[src/rtl/cmd_loader_if.sv]
// cmd_loader_if: hps_io download stream, RAM write port and exec handshake seen by the CMD loader
interface cmd_loader_if;
   logic        ioctl_download;
   logic [7:0]  ioctl_index;
   logic        ioctl_wr;
   logic [7:0]  ioctl_dout;
   logic        ioctl_wait;
   logic [15:0] mem_addr;
   logic [7:0]  mem_data;
   logic        mem_wr;
   logic        mem_ack;
   logic        loader_en;
   logic        exec_req;
   logic [15:0] exec_addr;
   logic        exec_ack;
   logic        err;
   modport master (
      output ioctl_download, ioctl_index, ioctl_wr, ioctl_dout, mem_ack, exec_ack,
      input  ioctl_wait, mem_addr, mem_data, mem_wr, loader_en, exec_req, exec_addr, err
   );
   modport slave (
      input  ioctl_download, ioctl_index, ioctl_wr, ioctl_dout, mem_ack, exec_ack,
      output ioctl_wait, mem_addr, mem_data, mem_wr, loader_en, exec_req, exec_addr, err
   );
endinterface

[src/rtl/cmd_loader.sv]
// cmd_loader: parses a TRS-80 /CMD image from the hps_io byte stream into RAM writes and an exec request
module cmd_loader #(
   parameter logic [7:0] CMD_INDEX = 8'd2
) (
   input logic         clk_sys,
   input logic         reset,
   cmd_loader_if.slave bus
);
   typedef enum logic [3:0] {IDLE, TYPE, LEN, ADLO, ADHI, DATA, WRITE, SKIP, XLO, XHI, DRAIN, FLUSH} state_t;
   state_t      state_q, state_d;
   logic        dl_q;
   logic [7:0]  type_q, type_d;
   logic [8:0]  cnt_q, cnt_d;
   logic [15:0] addr_q, addr_d;
   logic [7:0]  data_q, data_d;
   logic        wr_q, wr_d;
   logic        wait_q, wait_d;
   logic        en_q, en_d;
   logic        xreq_q, xreq_d;
   logic [15:0] xaddr_q, xaddr_d;
   logic        xvalid_q, xvalid_d;
   logic        err_q, err_d;
   logic        start, stop, acc, trunc;
   logic [7:0]  len_m2;
   assign start  = bus.ioctl_download && !dl_q && bus.ioctl_index == CMD_INDEX;
   assign stop   = !bus.ioctl_download && dl_q;
   assign acc    = bus.ioctl_wr && !wait_q;
   assign trunc  = !(state_q == IDLE || state_q == TYPE || state_q == DRAIN);
   assign len_m2 = bus.ioctl_dout - 8'd2;
   assign bus.ioctl_wait = wait_q;
   assign bus.mem_addr   = addr_q;
   assign bus.mem_data   = data_q;
   assign bus.mem_wr     = wr_q;
   assign bus.loader_en  = en_q;
   assign bus.exec_req   = xreq_q;
   assign bus.exec_addr  = xaddr_q;
   assign bus.err        = err_q;
   // state and datapath registers; async active-low reset abandons any partial image
   always_ff @(posedge clk_sys or negedge reset)
      if (!reset) begin
         state_q  <= IDLE;
         dl_q     <= 1'b0;
         type_q   <= 8'h00;
         cnt_q    <= 9'd0;
         addr_q   <= 16'h0000;
         data_q   <= 8'h00;
         wr_q     <= 1'b0;
         wait_q   <= 1'b0;
         en_q     <= 1'b0;
         xreq_q   <= 1'b0;
         xaddr_q  <= 16'h0000;
         xvalid_q <= 1'b0;
         err_q    <= 1'b0;
      end else begin
         state_q  <= state_d;
         dl_q     <= bus.ioctl_download;
         type_q   <= type_d;
         cnt_q    <= cnt_d;
         addr_q   <= addr_d;
         data_q   <= data_d;
         wr_q     <= wr_d;
         wait_q   <= wait_d;
         en_q     <= en_d;
         xreq_q   <= xreq_d;
         xaddr_q  <= xaddr_d;
         xvalid_q <= xvalid_d;
         err_q    <= err_d;
      end
   // record parser: start/end of download take priority over per-state byte handling
   always_comb begin
      state_d  = state_q;
      type_d   = type_q;
      cnt_d    = cnt_q;
      addr_d   = addr_q;
      data_d   = data_q;
      wr_d     = wr_q;
      wait_d   = wait_q;
      en_d     = en_q;
      xreq_d   = xreq_q && !bus.exec_ack;
      xaddr_d  = xaddr_q;
      xvalid_d = xvalid_q;
      err_d    = err_q;
      if (start) begin
         state_d  = TYPE;
         en_d     = 1'b1;
         err_d    = 1'b0;
         xreq_d   = 1'b0;
         xvalid_d = 1'b0;
         wr_d     = 1'b0;
         wait_d   = 1'b0;
      end else if (stop && state_q != IDLE) begin
         err_d = err_q || trunc;
         if (state_q == WRITE && !bus.mem_ack)
            state_d = FLUSH;
         else begin
            state_d = IDLE;
            wr_d    = 1'b0;
            wait_d  = 1'b0;
            en_d    = 1'b0;
            xreq_d  = xvalid_q && !err_q && !trunc;
         end
      end else
         case (state_q)
            TYPE: if (acc) begin
               type_d  = bus.ioctl_dout;
               err_d   = err_q || bus.ioctl_dout >= 8'h20;
               state_d = (bus.ioctl_dout == 8'h00 || bus.ioctl_dout >= 8'h20) ? DRAIN : LEN;
            end
            LEN: if (acc) begin
               cnt_d   = type_q == 8'h01 ? {len_m2 == 8'h00, len_m2} : {bus.ioctl_dout == 8'h00, bus.ioctl_dout};
               state_d = type_q == 8'h01 ? ADLO : type_q == 8'h02 ? XLO : SKIP;
            end
            ADLO: if (acc) begin
               addr_d[7:0] = bus.ioctl_dout;
               state_d     = ADHI;
            end
            ADHI: if (acc) begin
               addr_d[15:8] = bus.ioctl_dout;
               state_d      = DATA;
            end
            DATA: if (acc) begin
               data_d  = bus.ioctl_dout;
               wr_d    = 1'b1;
               wait_d  = 1'b1;
               state_d = WRITE;
            end
            WRITE: if (bus.mem_ack) begin
               wr_d    = 1'b0;
               wait_d  = 1'b0;
               addr_d  = addr_q + 16'd1;
               cnt_d   = cnt_q - 9'd1;
               state_d = cnt_q == 9'd1 ? TYPE : DATA;
            end
            SKIP: if (acc) begin
               cnt_d   = cnt_q - 9'd1;
               state_d = cnt_q == 9'd1 ? TYPE : SKIP;
            end
            XLO: if (acc) begin
               xaddr_d[7:0] = bus.ioctl_dout;
               state_d      = XHI;
            end
            XHI: if (acc) begin
               xaddr_d[15:8] = bus.ioctl_dout;
               xvalid_d      = 1'b1;
               state_d       = DRAIN;
            end
            FLUSH: if (bus.mem_ack) begin
               state_d = IDLE;
               wr_d    = 1'b0;
               wait_d  = 1'b0;
               en_d    = 1'b0;
            end
            default: ;
         endcase
   end
endmodule

[src/flat_wrapper.sv]
// flat-port wrapper written by rule: the top's interface ports become plain ports
module cmd_loader_flat 
#(
   parameter logic [7:0] CMD_INDEX = 8'd2
)
  (clk_sys, reset, bus_ioctl_download, bus_ioctl_index, bus_ioctl_wr, bus_ioctl_dout, bus_mem_ack, bus_exec_ack, bus_ioctl_wait, bus_mem_addr, bus_mem_data, bus_mem_wr, bus_loader_en, bus_exec_req, bus_exec_addr, bus_err);
  cmd_loader_if bus_i ();
  input logic clk_sys;
  input logic reset;
  input wire logic [$bits(bus_i.ioctl_download)-1:0] bus_ioctl_download;
  input wire logic [$bits(bus_i.ioctl_index)-1:0] bus_ioctl_index;
  input wire logic [$bits(bus_i.ioctl_wr)-1:0] bus_ioctl_wr;
  input wire logic [$bits(bus_i.ioctl_dout)-1:0] bus_ioctl_dout;
  input wire logic [$bits(bus_i.mem_ack)-1:0] bus_mem_ack;
  input wire logic [$bits(bus_i.exec_ack)-1:0] bus_exec_ack;
  output wire logic [$bits(bus_i.ioctl_wait)-1:0] bus_ioctl_wait;
  output wire logic [$bits(bus_i.mem_addr)-1:0] bus_mem_addr;
  output wire logic [$bits(bus_i.mem_data)-1:0] bus_mem_data;
  output wire logic [$bits(bus_i.mem_wr)-1:0] bus_mem_wr;
  output wire logic [$bits(bus_i.loader_en)-1:0] bus_loader_en;
  output wire logic [$bits(bus_i.exec_req)-1:0] bus_exec_req;
  output wire logic [$bits(bus_i.exec_addr)-1:0] bus_exec_addr;
  output wire logic [$bits(bus_i.err)-1:0] bus_err;
  assign bus_i.ioctl_download = bus_ioctl_download;
  assign bus_i.ioctl_index = bus_ioctl_index;
  assign bus_i.ioctl_wr = bus_ioctl_wr;
  assign bus_i.ioctl_dout = bus_ioctl_dout;
  assign bus_i.mem_ack = bus_mem_ack;
  assign bus_i.exec_ack = bus_exec_ack;
  assign bus_ioctl_wait = bus_i.ioctl_wait;
  assign bus_mem_addr = bus_i.mem_addr;
  assign bus_mem_data = bus_i.mem_data;
  assign bus_mem_wr = bus_i.mem_wr;
  assign bus_loader_en = bus_i.loader_en;
  assign bus_exec_req = bus_i.exec_req;
  assign bus_exec_addr = bus_i.exec_addr;
  assign bus_err = bus_i.err;
  cmd_loader #(.CMD_INDEX(CMD_INDEX)) u_core (.clk_sys(clk_sys), .reset(reset), .bus(bus_i));
endmodule
[config.mk]
export PLATFORM = sky130hd
export DESIGN_NAME = cmd_loader_flat
export DESIGN_NICKNAME = d
export VERILOG_FILES = /design/src/rtl/cmd_loader_if.sv /design/src/rtl/cmd_loader.sv /design/src/flat_wrapper.sv
export SDC_FILE = /design/constraint.sdc
export NUM_CORES = 1
export LEC_CHECK = 0
export BUFFER_PORTS_ARGS = -buffer_cell sky130_fd_sc_hd__buf_2
export CAP_MARGIN = 25
export CORE_UTILIZATION = 40
export DETAILED_ROUTE_END_ITERATION = 16
export PLACE_DENSITY_LB_ADDON = 0.12
export SLEW_MARGIN = 10
export SYNTH_ARGS = -nofsm -noshare
export SYNTH_HDL_FRONTEND = slang
export SYNTH_SLANG_ARGS = --single-unit
[constraint.sdc]
create_clock -name clk_sys -period 3.5 [get_ports clk_sys]
set_clock_uncertainty 0.15 [all_clocks]
set_input_delay 0.175 -clock clk_sys [delete_from_list [all_inputs] [get_ports clk_sys]]
set_output_delay 0.175 -clock clk_sys [all_outputs]
set_load 0.03 [all_outputs]
==> metrics.md <==
| Metric | Value |
|---|---|
| Status | `finished clean` |
| Synth top area cells | `dfrtp_1 (42%), mux2_2 (6.2%), a21oi_1 (4.7%)` |
| Drt drc | `0` |
| Sequential Power Share | `between 30% and 40%` |
| Clock root cell | `clkbuf_8` |
| WL/cell | `17.1 um` |
| Post-synthesis sequential area ratio | `41.7%` |
| ANT cells | `0` |
| Yosys top cell by area | `dfrtp_1` |
| Asr flop ratio synth | `100%` |
| Syn Std Cell Area | `a little over 0.004 mm^2` |
| Area added between synthesis and finish | `15.7%` |
| Worst Path Arrival | `approximately 2800 ps` |
| Synth Register Bits | `67` |
| Largest net degree at the start of global routing | `approximately 70` |
| Clock share of power | `about a fifth` |
| Vias | `3530` |
| Hold Slack | `between 50 and 60 ps` |
| Gate power share | `44.9%` |
| Syn Area/Cell | `9.44 um^2` |
| Clock Latency Late Sink | `~370 ps` |
| Post-synth top cells | `dfrtp_1 (67), a21oi_1 (38), nor2_1 (34), nand2_1 (30), o21ai_0 (27)` |
| CTS tree | `done` |
| Setup TNS | `0 ps` |
| Internal power | `about 2200 uW` |
| Synth Instances | `~430` |
| CTS HTree Levels | `3` |
| Pwr dens | `just under 900 mW/mm^2` |
| Layout cells sized above 1 | `27.5%` |
| Final Instance Area | `~0.0047 mm^2` |
| Rel. slew slack | `between 40% and 50%` |
| Crit Path Max Fanout | `22` |
| Tmin final | `2630 ps` |
| Num ports | `67` |
| Final setup viols | `0` |
| Crit path required time | `roughly 3600 ps` |
| First-pass GRT wire length | `17.3 mm` |
| Yosys warning total | `0` |
| Share of the synthesized area in the top cell type | `about two fifths` |
| Number of global-route vias before repair | `between 3000 and 4000` |
| Post-DRT Antenna Nets | `0` |
| Die area | `0.0105 mm^2` |
| EDFF count, synth | `0` |
| Core Area | `between 0.009 and 0.01 mm^2` |
| Syn nets | `around 450` |
| Fin. max-slew vios | `0` |
| CTS buffer count | `9` |
| Net load switching power | `approximately 1900 uW` |
| CP max-delay cell | `or3b_2` |
| Worst hold path type | `primary input to flip-flop` |
| All-layer global routing usage | `21.6%` |
| Sw Share | `a little under half` |
| Type of the worst setup path | `flip-flop to flip-flop` |
| Nets | `a little over 500` |
| Maxcap violations | `0` |
| Power, Total | `around 4100 uW` |
| Postcts setup bufs | `0` |
| Largest stage delay, worst path | `about 630 ps` |
| Die Y-Extent | `slightly above 100 um` |
| Max clock buf depth | `2` |
| Initial Util | `between 40% and 50%` |
| Row cnt | `36` |
| Placed cell areas | `roughly 0.0044 mm^2` |
| Worst-path clk slew | `roughly 90 ps` |
| DR vias/cell | `between 5 and 6` |
| Final Hold Violating Endpoints | `0` |
| Worst setup SP type | `flip-flop` |
| Yosys cell types | `65` |
| Drt pass-1 iters | `5` |
| Leakage power | `slightly above 0.002 uW` |
| CTS sink cnt | `67` |
| RSZ-0062 raised after global routing | `false` |
| Most common cell in the netlist | `dfrtp_1` |
| Highest attainable clock frequency | `380 MHz` |
| Final core utilization | `a little under half` |
| Final-layout fill cell count | `~960` |
| Crit path cell chain | `or3b_2 -> o21ai_1 -> nand4_1 -> a21oi_1 -> a2bb2oi_1` |
| Gr ovfl total | `0` |
| Worst Max-Slew Pin Slew | `a little under 900 ps` |
| DP Wirelength | `7.18 mm` |
| CP Capture Type | `flip-flop` |
| Routability Congestion | `approximately 0.85` |
| Worst vdd ir | `about 0.4 mV` |
| Routed WL | `~11 mm` |
| Antenna violations before repair | `0` |
| Iter 0 DRT Violations | `approximately 190` |
| Ratio of final minimum period to clock period | `between 70% and 80%` |
| Port bufs | `between 60 and 70` |
| Die X | `102 um` |
| Prevailing post-synth register cell | `dfrtp_1` |
worst max-delay path: cells and delay by family (launching register included):
family	cells	cell delay, ps
flops	1	610
simple gates	2	1150
compound gates	3	640
final cells by class:
class | count | area, um^2 | area share, %
inverter | 12 | 45.0 | 0.968
tap | 133 | 166 | 3.58
timing repair buffer | 72 | 383 | 8.23
clock buffer | 9 | 124 | 2.66
multi-input combinational | 317 | 2150 | 46.3
sequential | 67 | 1680 | 36.0
clock inverter | 7 | 105 | 2.26
cell usage in the layout (no fill, tap or decap), drive strengths merged, types with 4 or more instances in the layout:
cell type / Yosys / layout
a21o: 5 / 5
a21oi: 38 / 38
a31o: 4 / 4
a31oi: 7 / 7
a41oi: 5 / 5
and4: 5 / 5
buf: 10 / 69
clkbuf: 20 / 9
dfrtp: 67 / 67
ha: 4 / 4
inv: 12 / 16
mux2: 30 / 30
nand2: 30 / 30
nand2b: 5 / 5
nand3: 9 / 9
nand3b: 7 / 7
nand4: 12 / 12
nor2: 34 / 34
nor2b: 6 / 6
nor3: 14 / 14
nor4: 5 / 5
o21ai: 28 / 28
o22a: 7 / 7
or3: 5 / 5
final timing paths:
check | from | endpoint | slack, ps | cells past startpoint
setup / recovery | u_core.state_q[2] | u_core.bus.mem_addr[3] | 870 | 5
hold / removal | bus_ioctl_dout[2] | u_core.bus.exec_addr[10] | 60 | 3
setup reg to reg | u_core.state_q[2] | u_core.bus.mem_addr[3] | 870 | 5
hold reg to reg | u_core.bus.exec_addr[10] | u_core.bus.exec_addr[10] | 350 | 2
max in group asynchronous | reset | u_core.bus.mem_addr[14] | 2220 | 3
min in group asynchronous | reset | u_core.cnt_q[4] | 400 | 3
power groups by stage:
stage	Combinational [uW]	Clock, uW	Sequential [uW]
final	1850	770	1510
after global routing	2020	813	1570
after CTS	1850	784	1510
after detailed placement	1850	0	1520
after global placement	1830	0	1510
after floorplan	996	0	1870
flip-flops by register name, summed over array words and instances (netlist names):
name and count:
u_core.bus.exec_req 1, u_core.type_q 8, u_core.xvalid_q 1, u_core.dl_q 1, u_core.cnt_q 9, u_core.bus.exec_addr 16
u_core.bus.mem_data 8, u_core.state_q 4, u_core.bus.mem_wr 1, u_core.bus.err 1, u_core.bus.loader_en 1, u_core.bus.mem_addr 16
layer usage:
| layer | global-route usage [%] | vias up | share of wire [%] |
|---|---|---|---|
| li1 | - | 1692 | - |
| met5 | 0 | - | 0 |
| met4 | 7.03 | 0 | 1.5 |
| met3 | 4.65 | 19 | 4.4 |
| met2 | 33.6 | 93 | 47 |
| met1 | 30.1 | 1726 | 47 |
kinds of logic after synthesis:
logic type,synth area share (%)
AND/OR/NAND/NOR,21.6
AO/OA/AOI/OAI,19.9
multiplexers,9.64
flip-flops,41.7
buffers and inverters,4.79
adder cells (fa/ha/maj),1.24
XOR/XNOR,1.09
what timing repair did:
action	CTS	global route
hold buffers	3	0
endpoints found under the hold margin	69	0
gates resized for setup	0	0
stage by stage:
step	setup WS, ps	instances
floorplan	1220	426
global placement	980	598
detailed placement	912	598
CTS	891	617
global route	665	617
finish	865	617
No activity file was read; power rests on OpenSTA's default activity.
